[config.mk]
export PLATFORM = sky130hd
export DESIGN_NAME = bsg_cycle_stamp_arb
export DESIGN_NICKNAME = d
export VERILOG_FILES = /design/src/rtl/bsg_cycle_stamp_pkg.sv /design/src/rtl/bsg_cycle_ctr_core.sv /design/src/rtl/bsg_cycle_stamp_arb.sv
export SDC_FILE = /design/constraint.sdc
export NUM_CORES = 1
export LEC_CHECK = 0
export CORE_MARGIN = 10
export CORE_UTILIZATION = 50
export CTS_CLUSTER_DIAMETER = 80
export DETAILED_ROUTE_END_ITERATION = 8
export DONT_BUFFER_PORTS = 1
export HOLD_SLACK_MARGIN = 0.02
export PLACE_DENSITY = 0.71
export SETUP_SLACK_MARGIN = 0.02
export SLEW_MARGIN = 20
export SYNTH_ARGS = -nofsm -noshare
export SYNTH_HDL_FRONTEND = slang
export SYNTH_SLANG_ARGS = --single-unit
[constraint.sdc]
create_clock -name clk_i -period 7.7 [get_ports clk_i]
set_input_delay 1.54 -clock clk_i [delete_from_list [all_inputs] [get_ports clk_i]]
set_output_delay 1.54 -clock clk_i [all_outputs]
set_load 0.01 [all_outputs]
[src/rtl/bsg_cycle_stamp_pkg.sv]
// Shared types for the cycle-stamp service: counter FSM states, the default
// stamp record, and the round-robin index helper.
package bsg_cycle_stamp_pkg;

    typedef enum logic [1:0] {
        IDLE = 2'd0,
        RUN  = 2'd1,
        HALT = 2'd2
    } bsg_cycle_ctr_state_e;

    localparam int unsigned bsg_stamp_width_gp    = 16;
    localparam int unsigned bsg_stamp_id_width_gp = 2;

    // Stamp record at the default configuration; the top builds a
    // width-parameterised equivalent with the same field names.
    typedef struct packed {
        logic [bsg_stamp_id_width_gp-1:0] id;
        logic [bsg_stamp_width_gp-1:0]    stamp;
    } bsg_cycle_stamp_s;

    // Index following idx in a ring of n entries.
    function automatic int unsigned bsg_rr_next(input int unsigned idx, input int unsigned n);
        return (idx + 1 >= n) ? 0 : idx + 1;
    endfunction

endpackage

[src/rtl/bsg_cycle_ctr_core.sv]
// Free-running cycle counter register with enable, synchronous clear and a
// combinational wrap pulse on the all-ones to zero increment.
module bsg_cycle_ctr_core #(
    parameter int unsigned width_p = 16
) (
    input  logic               clk_i,
    input  logic               reset_n_i,
    input  logic               en_i,
    input  logic               clear_i,
    output logic [width_p-1:0] ctr_o,
    output logic               wrap_o
);

    logic [width_p-1:0] ctr_q, ctr_d;

    always_comb begin
        ctr_d = ctr_q;
        if (clear_i) begin
            ctr_d = '0;
        end else if (en_i) begin
            ctr_d = ctr_q + width_p'(1);
        end
    end

    always_ff @(posedge clk_i or negedge reset_n_i) begin
        if (!reset_n_i) begin
            ctr_q <= '0;
        end else begin
            ctr_q <= ctr_d;
        end
    end

    // Clear wins over a coincident wrap, so the sticky flag stays cleared.
    assign wrap_o = en_i & ~clear_i & (&ctr_q);
    assign ctr_o  = ctr_q;

endmodule

[src/rtl/bsg_cycle_stamp_arb.sv]
// Timestamp service: start/stop/clear FSM around a shared counter, round-robin
// capture arbitration and a one-entry valid/yumi stamp output register.
module bsg_cycle_stamp_arb
    import bsg_cycle_stamp_pkg::*;
#(
    parameter int unsigned width_p   = 16,
    parameter int unsigned num_req_p = 4
) (
    input  logic                         clk_i,
    input  logic                         reset_n_i,
    input  logic                         start_i,
    input  logic                         stop_i,
    input  logic                         clear_i,
    input  logic [num_req_p-1:0]         req_v_i,
    output logic [num_req_p-1:0]         req_ready_o,
    output logic                         stamp_v_o,
    output logic [width_p-1:0]           stamp_o,
    output logic [$clog2(num_req_p)-1:0] stamp_id_o,
    input  logic                         stamp_yumi_i,
    output logic [width_p-1:0]           ctr_o,
    output logic                         overflow_o,
    output logic                         running_o
);

    localparam int unsigned id_w_lp = $clog2(num_req_p);

    typedef struct packed {
        logic [id_w_lp-1:0] id;
        logic [width_p-1:0] stamp;
    } slot_s;

    bsg_cycle_ctr_state_e state_q, state_d;
    logic                 ovf_q, ovf_d;
    logic                 slot_v_q, slot_v_d;
    slot_s                slot_q, slot_d;
    logic [id_w_lp-1:0]   rr_ptr_q, rr_ptr_d;

    logic                 ctr_en, ctr_wrap;
    logic [width_p-1:0]   ctr;
    logic                 slot_free;
    logic                 grant_v;
    logic [id_w_lp-1:0]   grant_id;
    int unsigned          scan_idx;

    bsg_cycle_ctr_core #(
        .width_p(width_p)
    ) ctr_core (
        .clk_i    (clk_i),
        .reset_n_i(reset_n_i),
        .en_i     (ctr_en),
        .clear_i  (clear_i),
        .ctr_o    (ctr),
        .wrap_o   (ctr_wrap)
    );

    always_comb begin
        state_d = state_q;
        if (clear_i) begin
            state_d = IDLE;
        end else begin
            unique case (state_q)
                IDLE:    if (start_i && !stop_i) state_d = RUN;
                RUN:     if (stop_i && !start_i) state_d = HALT;
                HALT:    if (start_i && !stop_i) state_d = RUN;
                default: state_d = IDLE;
            endcase
        end
    end

    assign ctr_en    = (state_q == RUN);
    assign running_o = (state_q == RUN);

    always_comb begin
        ovf_d = ovf_q;
        if (clear_i) begin
            ovf_d = 1'b0;
        end else if (ctr_wrap) begin
            ovf_d = 1'b1;
        end
    end

    // Scan starts at rr_ptr_q and wraps; the first active request wins.
    assign slot_free = ~slot_v_q | stamp_yumi_i;

    always_comb begin
        grant_v     = 1'b0;
        grant_id    = '0;
        req_ready_o = '0;
        scan_idx    = 0;
        for (int unsigned k = 0; k < num_req_p; k++) begin
            scan_idx = (32'(rr_ptr_q) + k) % num_req_p;
            if (!grant_v && slot_free && req_v_i[id_w_lp'(scan_idx)]) begin
                grant_v  = 1'b1;
                grant_id = id_w_lp'(scan_idx);
            end
        end
        if (grant_v) begin
            req_ready_o[grant_id] = 1'b1;
        end
    end

    always_comb begin
        slot_v_d = slot_v_q;
        slot_d   = slot_q;
        rr_ptr_d = rr_ptr_q;
        if (grant_v) begin
            slot_v_d     = 1'b1;
            slot_d.id    = grant_id;
            slot_d.stamp = ctr;
            rr_ptr_d     = id_w_lp'(bsg_rr_next(32'(grant_id), num_req_p));
        end else if (stamp_yumi_i) begin
            slot_v_d = 1'b0;
        end
    end

    always_ff @(posedge clk_i or negedge reset_n_i) begin
        if (!reset_n_i) begin
            state_q  <= IDLE;
            ovf_q    <= 1'b0;
            slot_v_q <= 1'b0;
            slot_q   <= '0;
            rr_ptr_q <= '0;
        end else begin
            state_q  <= state_d;
            ovf_q    <= ovf_d;
            slot_v_q <= slot_v_d;
            slot_q   <= slot_d;
            rr_ptr_q <= rr_ptr_d;
        end
    end

    assign stamp_v_o  = slot_v_q;
    assign stamp_o    = slot_q.stamp;
    assign stamp_id_o = slot_q.id;
    assign ctr_o      = ctr;
    assign overflow_o = ovf_q;

endmodule

==> After elaboration in Yosys (flattened, before gate mapping) <==
Index checks and enable logic that the tools add are counted.
{ "word_totals": {"regBits": 40, "latch_bits": 0, "ram_bits": 0, "romBits": 0, "word_cells": 80, "n_memories": 0} }
{ "classes": {"addsub": 5, "n_mul": 0, "div": 0, "n_lt_le_gt_ge": 7, "eq_ne": 4, "shifts": 0, "muxes": 30, "bitwise": 5, "n_reduce_logical": 22} }
{ "ops": {"columns": ["cell", "n"], "rows": [
  ["two-way mux 16 bit", 2],
  ["adder 16 x 1 -> 16 bit (second input constant)", 1],
  ["two-way mux 2 bit", 8],
  ["AND reduction 16 bit", 1],
  ["< comparator 2 x 3 -> 1 bit (second input constant)", 5],
  ["two-way mux 1 bit", 13],
  ["logical AND 1 bit", 10],
  ["binary-select mux 1 bit (select 2 bit)", 4],
  ["nonzero test 2 bit", 3],
  ["zero test 1 bit", 5],
  ["adder 2 bit (second input constant)", 2],
  ["two-way mux 4 bit", 1],
  ["case mux 2 bit (2 select lines)", 1],
  ["adder 2 x 1 -> 3 bit (second input constant)", 1],
  ["greater-or-equal comparator 3 bit (second input constant)", 1],
  ["inequality test 3 x 1 -> 1 bit (second input constant)", 1],
  ["inequality test 3 bit (second input constant)", 1],
  ["adder 2 x 1 -> 2 bit (second input constant)", 1],
  ["AND 1 bit", 2],
  ["demux 1 bit (select 2 bit)", 1],
  ["== test 2 x 1 -> 1 bit (second input constant)", 1],
  ["== test 2 bit (second input constant)", 1],
  ["greater-or-equal comparator 2 x 1 -> 1 bit (second input constant)", 1],
  ["zero test 2 bit", 1],
  ["4 further kinds", 5]
]} }

==> Longest topological paths before layout <==
Gate-level depths: netlist (run 1).
{ "depth": {"depth_word": 21, "ltp_mapped": 9, "mapped_depth_nobuf": 8} }

==> Modules after synthesis <==
A second synthesis (run 1) with hierarchy kept.
{ "unflattened": {"hier_cells": 227, "area_unflattened_um2": 2110.8} }
{ "by_module_without_submodules": {"columns": ["mod", "n_inst", "cells_each", "area_each_um2", "seq_area_each_um2"], "rows": [
  ["bsg_cycle_stamp_arb", 1, 146, 1307.5, 600.6],
  ["bsg_cycle_ctr_core", 1, 81, 803.3, 400.4]
]} }

==> Least setup slack after synthesis (run 1) <==
OpenSTA, ideal clock, no wires.
{ "synth_timing": {"path_type": "input to output", "start": "input port req_v_i[1]", "end": "output port req_ready_o[1]", "arrival_time_ns": 3.228, "setup_slack_ns": 2.932, "cell_stages": 7, "path_buffers": 1, "cell_sequence": "buf_4 and4bb_4 or2_2 a2111oi_1 ha_1 inv_1 nor2_1"} }
{ "synth_via": {"elab_chain_len": 21, "word_cells_on_any_way": 32, "cone_classes": "order compare (2); mux (19); reduce/logical (11)"} }
{ "synth_lines": {"columns": ["element", "line", "rtl"], "rows": [
  ["from (decl)", "bsg_cycle_stamp_arb.sv:14", "input logic [num_req_p-1:0] req_v_i,"],
  ["binary-select mux 1 bit (select 2 bit)", "bsg_cycle_stamp_arb.sv:92", "if (!grant_v && slot_free && req_v_i[id_w_lp'(scan_idx)]) begin"],
  ["two-way mux 1 bit (implied by the code)", "bsg_cycle_stamp_arb.sv:92", null],
  ["logical AND 1 bit", "bsg_cycle_stamp_arb.sv:92", null],
  ["two-way mux 1 bit", "bsg_cycle_stamp_arb.sv:92", null],
  ["zero test 1 bit", "bsg_cycle_stamp_arb.sv:92", null],
  ["logical AND 1 bit (2 in series)", "bsg_cycle_stamp_arb.sv:92", null],
  ["two-way mux 1 bit", "bsg_cycle_stamp_arb.sv:92", null],
  ["zero test 1 bit", "bsg_cycle_stamp_arb.sv:92", null],
  ["[... 4 more ...]", null, null],
  ["logical AND 1 bit (2 in series)", "bsg_cycle_stamp_arb.sv:92", null],
  ["two-way mux 2 bit *", "bsg_cycle_stamp_arb.sv:92", null],
  ["via grant_id[0]", "bsg_cycle_stamp_arb.sv:42", "logic [id_w_lp-1:0] grant_id;"],
  ["< comparator 2 x 3 -> 1 bit (implied by the code) / greater-or-equal comparator 2 x 1 -> 1 bit (equally long branches)", "bsg_cycle_stamp_arb.sv:98", "req_ready_o[grant_id] = 1'b1;"],
  ["logical AND 1 bit (implied by the code)", "bsg_cycle_stamp_arb.sv:98", null],
  ["two-way mux 1 bit (implied by the code)", "bsg_cycle_stamp_arb.sv:98", null],
  ["demux 1 bit (select 2 bit) *", "bsg_cycle_stamp_arb.sv:98", null],
  ["two-way mux 4 bit *", "bsg_cycle_stamp_arb.sv:97", "if (grant_v) begin"],
  ["to (decl)", "bsg_cycle_stamp_arb.sv:15", "output logic [num_req_p-1:0] req_ready_o,"]
]} }
The timed path passes the listed nets; every way through them passes the cells marked *. The select of a mux whose other input is x is not followed.

==> Final worst setup path (run 1) <==
{ "layout_timing": {"start": "input port stamp_yumi_i", "end": "output port req_ready_o[2]"} }
{ "layout_via": {"elab_chain_len": 20, "word_cells_on_any_way": 25, "cone_classes": "order compare (2); mux (11); bitwise (1); reduce/logical (11)"} }
{ "layout_lines": {"columns": ["element", "line", "rtl"], "rows": [
  ["from (decl)", "bsg_cycle_stamp_arb.sv:19", "input logic stamp_yumi_i,"],
  ["OR 1 bit *", "bsg_cycle_stamp_arb.sv:83", "assign slot_free = ~slot_v_q | stamp_yumi_i;"],
  ["logical AND 1 bit", "bsg_cycle_stamp_arb.sv:92", null],
  ["two-way mux 1 bit", "bsg_cycle_stamp_arb.sv:92", null],
  ["zero test 1 bit", "bsg_cycle_stamp_arb.sv:92", null],
  ["logical AND 1 bit (2 in series)", "bsg_cycle_stamp_arb.sv:92", null],
  ["two-way mux 1 bit", "bsg_cycle_stamp_arb.sv:92", null],
  ["zero test 1 bit", "bsg_cycle_stamp_arb.sv:92", null],
  ["logical AND 1 bit (2 in series)", "bsg_cycle_stamp_arb.sv:92", null],
  ["[... 2 more ...]", null, null],
  ["logical AND 1 bit (2 in series)", "bsg_cycle_stamp_arb.sv:92", null],
  ["two-way mux 2 bit *", "bsg_cycle_stamp_arb.sv:92", null],
  ["via grant_id[0]", "bsg_cycle_stamp_arb.sv:42", null],
  ["< comparator 2 x 3 -> 1 bit (implied by the code) / greater-or-equal comparator 2 x 1 -> 1 bit (equally long branches)", "bsg_cycle_stamp_arb.sv:98", null],
  ["logical AND 1 bit (implied by the code)", "bsg_cycle_stamp_arb.sv:98", null],
  ["two-way mux 1 bit (implied by the code)", "bsg_cycle_stamp_arb.sv:98", null],
  ["demux 1 bit (select 2 bit) *", "bsg_cycle_stamp_arb.sv:98", null],
  ["two-way mux 4 bit *", "bsg_cycle_stamp_arb.sv:97", null]
]} }
The timed path passes the listed nets; every way through them passes the cells marked *.

==> impl_metrics.tcl, run 1 <==
set metrics [dict create \
    status "finished clean" \
    drt_iter0_markers 61 \
    endpoint_kind "output pin" \
    totalPowerFinal_uw 552 \
    synth_nets 208 \
    wl_per_cell_um 18.1 \
    hold_viol 0 \
    clk_pin_slew_ps 80 \
    synth-seq-cells 40 \
    slew_viol_final 0 \
    cts_setup_buffers 0 \
    n_antenna_cell 0 \
    grt_first_pass_wirelength_um 7650 \
    initial_core_util_pct 52.5 \
    die_w_um 85.2 \
    antenna_found_initial 0 \
    cp_data_arrival_time_ps 3400 \
    post_cts_resized 0 \
    pin_count 51 \
    grt_max_degree 41 \
    fin_nets 205 \
    fin_skew_ps 8.17 \
    synth_top_area_share_pct 47.0 \
    yosysMostFrequentCell "dfrtp_1" \
    via_count 1400 \
    hold_buffers 0 \
    hold_path_class "reg -> reg" \
    area_delta_synth_final_pct 4.47 \
    critPathBufInv 2 \
    fmax_ghz 0.202 \
    holdWs_ps 573 \
    max_stage_delay_ps 710 \
    synth_ff_type "dfrtp_1" \
    h-tree-depth 2 \
    grt_overflow_total 0 \
    clockRootBuffer "clkbuf_8" \
    io_buffers 0 \
    clk_path_buf_depth 2 \
    synth.area.top_cells "dfrtp_1 47%, mux2_4 9.9%, nor2_1 5.3%, xnor2_1 4.1%, ha_1 2.9%" \
    yosys.area.top_type "dfrtp_1" \
    synth_warnings 0 \
    setup_viol 0 \
    drtAntennaViolNets 0 \
    routed_via_density 5.81 \
    power_density_nw_per_um2 248 \
    dp.cells 233 \
    numCtsBuffers 5 \
    synthCells 193 \
    ir_drop_uv 188 \
    cp-start-kind "input port" \
    syn_avg_cell_area_um2 11.0 \
    cts.sinks 40 \
    cts_tree "yes" \
    globalplace.congestion 0.814 \
    rsz0062_at_grt "no" \
    fp.dieH_um 85.2 \
    drt_wl_total_um 4370 \
    track_usage_pct 12.5 \
    clock_latency_ps 290 \
    crit_top_cell "inv_1" \
    synth_seq_area_share_pct 47.0 \
    drive_above_1_share_pct 17.8 \
    cap_viol_max_count 0 \
    synth_common_cells "40 x dfrtp_1, 30 x nor2_1, 14 x mux2_4" \
    crit_chain "nor2b_1, or3_1, a311oi_1, a2111oi_1, inv_1, ha_1, inv_1, nor2_1" \
    crit_type "in -> out" \
    slowest_stage "a2111oi_1" \
    design.core.area_um2 4060 \
    final.min_clock_period_ps 4940 \
    first_global_vias 1483 \
    cp.required_ps 6160 \
    crit_family "compound AO/OA/AOI/OAI gates" \
    dp.final_hpwl_um 3230 \
    remaining_drc_errors 0 \
    ys_types 44 \
    relSlewSlack_pct 39.6 \
    n_fill_cell 340 \
    path_max_fanout 6 \
    final.period_utilization_pct 64.2 \
    fin_tns_setup_ps 0 \
    async_flop_share_pct 100 \
    rows 23 \
    netlist_area_um2 2130 \
    worstMarginPinSlew_ps 902 \
    fin_cells 241 \
    die_area_um2 7270 \
    synth_edf_count 0 \
    reg2reg_setup_slack_ps 5020 \
    p_leak_uw 0.00101 \
    dr.pass1.iters 4 \
]
## stage by stage
stage          setup WS [ps]  area, um2  utilization [%]
2_1_floorplan           2930       2130                -
3_3_place_gp            2910       2120             52.1
3_5_place_dp            2750       2120             52.1
4_1_cts                 2740       2220             54.8
5_1_grt                 2440       2220             54.8
6_report                2760       2220             54.8
## logic make-up (layout without fill, tap and decap cells)
| family | after synthesis | in the layout | share of synthesized area, % |
|---|---|---|---|
| DFF | 40 | 40 | 47.0 |
| xor gates and xnor gates | 13 | 13 | 5.35 |
| adders and majority gates | 5 | 5 | 2.94 |
| AOI/OAI and AO/OA | 19 | 19 | 6.23 |
| muxes | 23 | 23 | 14.9 |
| and+or+nand+nor | 72 | 72 | 18.0 |
| buffers and inverters | 21 | 19 | 5.47 |
## cell type report
type | count | area [um2] | share of cell area, %
Clock inverter | 2 | 35.0 | 1.58
Sequential cell | 40 | 1000 | 45.0
Multi-Input combinational cell | 132 | 1010 | 45.5
Tap cell | 50 | 62.6 | 2.81
Inverter | 11 | 41.3 | 1.86
Clock buffer | 6 | 72.6 | 3.26
## report_power, final
group | switching (uW) | internal [uW]
Clock | 69.2 | 96.2
Sequential | 30.2 | 224
Combinational | 68.1 | 64.1
Total | 168 | 384
## routing by layer
metal / wire length [um] / track usage (%) / up-vias
li1: - / - / 649
met1: 1750 / 14.6 / 697
met2: 2100 / 19.8 / 45
met3: 447 / 5.83 / 9
met4: 61 / 4.19 / 0
met5: 0 / 0 / -
## cell usage in the layout, fill, tap and decap left out, drive strengths merged, types with 5 or more instances in the layout
master	count
dfrtp	40
nor2	30
mux2	18
inv	11
xnor2	10
nand2	8
a21oi	7
clkbuf	6
ha	5
or3	5
## path summary, 6_finish.rpt
kind,from,depth (start not counted),to
worst max-delay path,stamp_yumi_i,8,req_ready_o[2]
worst min register to register,stamp_id_o[1],1,stamp_id_o[1]
worst max register to register,rr_ptr_q[1],4,stamp_o[0]
max in group asynchronous,reset_n_i,0,stamp_o[1]
worst min-delay path,stamp_id_o[1],1,stamp_id_o[1]
min in group asynchronous,reset_n_i,0,stamp_o[9]
## flip-flops by register name, indices dropped and copies added (netlist names)
signal,flops
stamp_v_o,1
overflow_o,1
rr_ptr_q,2
stamp_o,16
ctr_core.ctr_o,16
state_q,2
stamp_id_o,2
Note: power is estimated with default switching activity, not from simulation.
==> run 2, diff against run 1 <==
==> constraint.sdc (replaced) <==
create_clock -name clk_i -period 4.8 [get_ports clk_i]
set_input_delay 0.96 -clock clk_i [delete_from_list [all_inputs] [get_ports clk_i]]
set_output_delay 0.96 -clock clk_i [all_outputs]
set_load 0.01 [all_outputs]
==> run 2 against run 1 <==
  * Clock power grew 26%
  * Final area down 0.84%
  * Combinational power up 61%
  * Flip-flop and latch count did not move
  * Critical path type unchanged
==> impl_metrics.tcl, run 2 (same netlist as run 1, synthesis figures left out) <==
set metrics [dict create \
    cts.sinks 40 \
    crit_top_cell "inv_1" \
    postLayoutCoreUtil_pct 54.3 \
    endpoint_kind "output pin" \
    path_max_fanout 6 \
    p_leak_uw 0.000996 \
    n_antenna_cell 0 \
    grt_max_degree 41 \
    seq_area_um2 1000 \
    totalPowerFinal_uw 828 \
    relSlewSlack_pct 45.8 \
    drive_above_1_share_pct 18.3 \
    die_area_um2 7270 \
    final.period_utilization_pct 77.2 \
    n_fill_cell 338 \
    drt_wl_total_um 4230 \
    numCtsBuffers 5 \
    grt_first_pass_wirelength_um 6950 \
    slew_viol_final 0 \
    cts_tree "yes" \
    rsz0062_at_grt "no" \
    crit_chain "nor2b_1, or3_1, a311oi_1, a2111oi_1, inv_1, ha_1, inv_1, nor2_1" \
    status "finished clean" \
    fin_cells 241 \
    fmax_ghz 0.270 \
    dr.pass1.iters 4 \
    dp.final_hpwl_um 3110 \
    setup_viol 0 \
    cp-start-kind "input port" \
    initial_core_util_pct 52.5 \
    cp_data_arrival_time_ps 2750 \
    final_common_cell "dfrtp_1" \
    drtAntennaViolNets 0 \
    clk_path_buf_depth 2 \
    cts_setup_buffers 0 \
    cap_viol_max_count 0 \
    hold_viol 0 \
    clk_pin_slew_ps 80 \
    design.core.area_um2 4060 \
    remaining_drc_errors 0 \
    drt_iter0_markers 77 \
    grt_overflow_total 0 \
    antenna_found_initial 0 \
    fin_tns_setup_ps 0 \
    routed_via_density 5.74 \
    via_count 1384 \
    hold_path_class "in -> async" \
    fp.dieH_um 85.2 \
    fin_skew_ps 9.49 \
    crit_type "in -> out" \
    first_global_vias 1333 \
    final_cell_mix "40 x dfrtp_1, 30 x nor2_1, 14 x mux2_4" \
    multiInputGateArea_um2 1010 \
    clock_latency_ps 290 \
    slowest_stage "a2111oi_1" \
    holdWs_ps 356 \
    dp.cells 234 \
    final.min_clock_period_ps 3710 \
    track_usage_pct 11.6 \
    ir_drop_uv 170 \
    die_w_um 85.2 \
    fin_nets 206 \
    area_delta_synth_final_pct 3.59 \
    power_density_nw_per_um2 376 \
    h-tree-depth 2 \
    globalplace.congestion 0.814 \
    clockRootBuffer "clkbuf_8" \
    hold_buffers 0 \
    worstMarginPinSlew_ps 806 \
    wl_per_cell_um 17.5 \
    pin_count 51 \
    cp.required_ps 3840 \
    rows 23 \
    max_stage_delay_ps 700 \
    post_cts_resized 0 \
    io_buffers 0 \
]
-- run 2: changes by cell type in the layout (fill, tap and decap cells not counted), sizes merged --
| cell | delta |
|---|---|
| buf | +1 |
| clkinvlp | +1 |
| clkbuf | -1 |
| bufinv | -1 |
-- run 2: worst paths after layout --
check	slack [ps]	end	cells past startpoint	start
worst max-delay path	1090	req_ready_o[2]	8	stamp_yumi_i
worst min-delay path	360	stamp_o[10]	0	reset_n_i
worst max register to register	2150	rr_ptr_q[1]	6	rr_ptr_q[0]
worst min register to register	560	state_q[1]	2	state_q[1]
max in group asynchronous	4350	stamp_o[0]	0	reset_n_i
min in group clk_i	560	state_q[1]	2	state_q[1]
-- run 2: where the power goes --
part | total, uW | internal [uW] | switching (uW)
registers | 407 | 360 | 47.7
clock network | 208 | 98.3 | 110
logic | 213 | 105 | 108
total | 828 | 563 | 266
-- run 2: critical path, delay by kind of cell --
kind / cells / cell delay [ps]
and+or+nand+nor: 3 / 550
adders and majority gates: 1 / 240
buffers and inverters: 2 / 200
AOI/OAI and AO/OA: 2 / 800
-- run 2: metrics by stage --
step                      setup WS [ps]  cell area (um2)
final                              1090             2200
after CTS                          1060             2200
after global routing                824             2200
after floorplan                    1190             2130
after global placement             1180             2120
after detailed placement           1050             2120
-- run 2: cell type report --
type,instances,area share (%)
Clock inverter,2,0.568
Timing Repair Buffer,1,0.341
Clock buffer,5,3.12
Inverter,11,1.87
Tap cell,50,2.84
Sequential cell,40,45.4
Multi-Input combinational cell,132,45.9
-- run 2: per-layer routing --
metal	track usage (%)	share of wire, %	wire length [um]	vias to the layer above
met2	17.8	47	2000	51
met3	5.74	11	455	3
li1	-	-	-	649
met1	13.6	41	1750	681
met5	0	0	0	-
met4	3.89	0.47	20	0
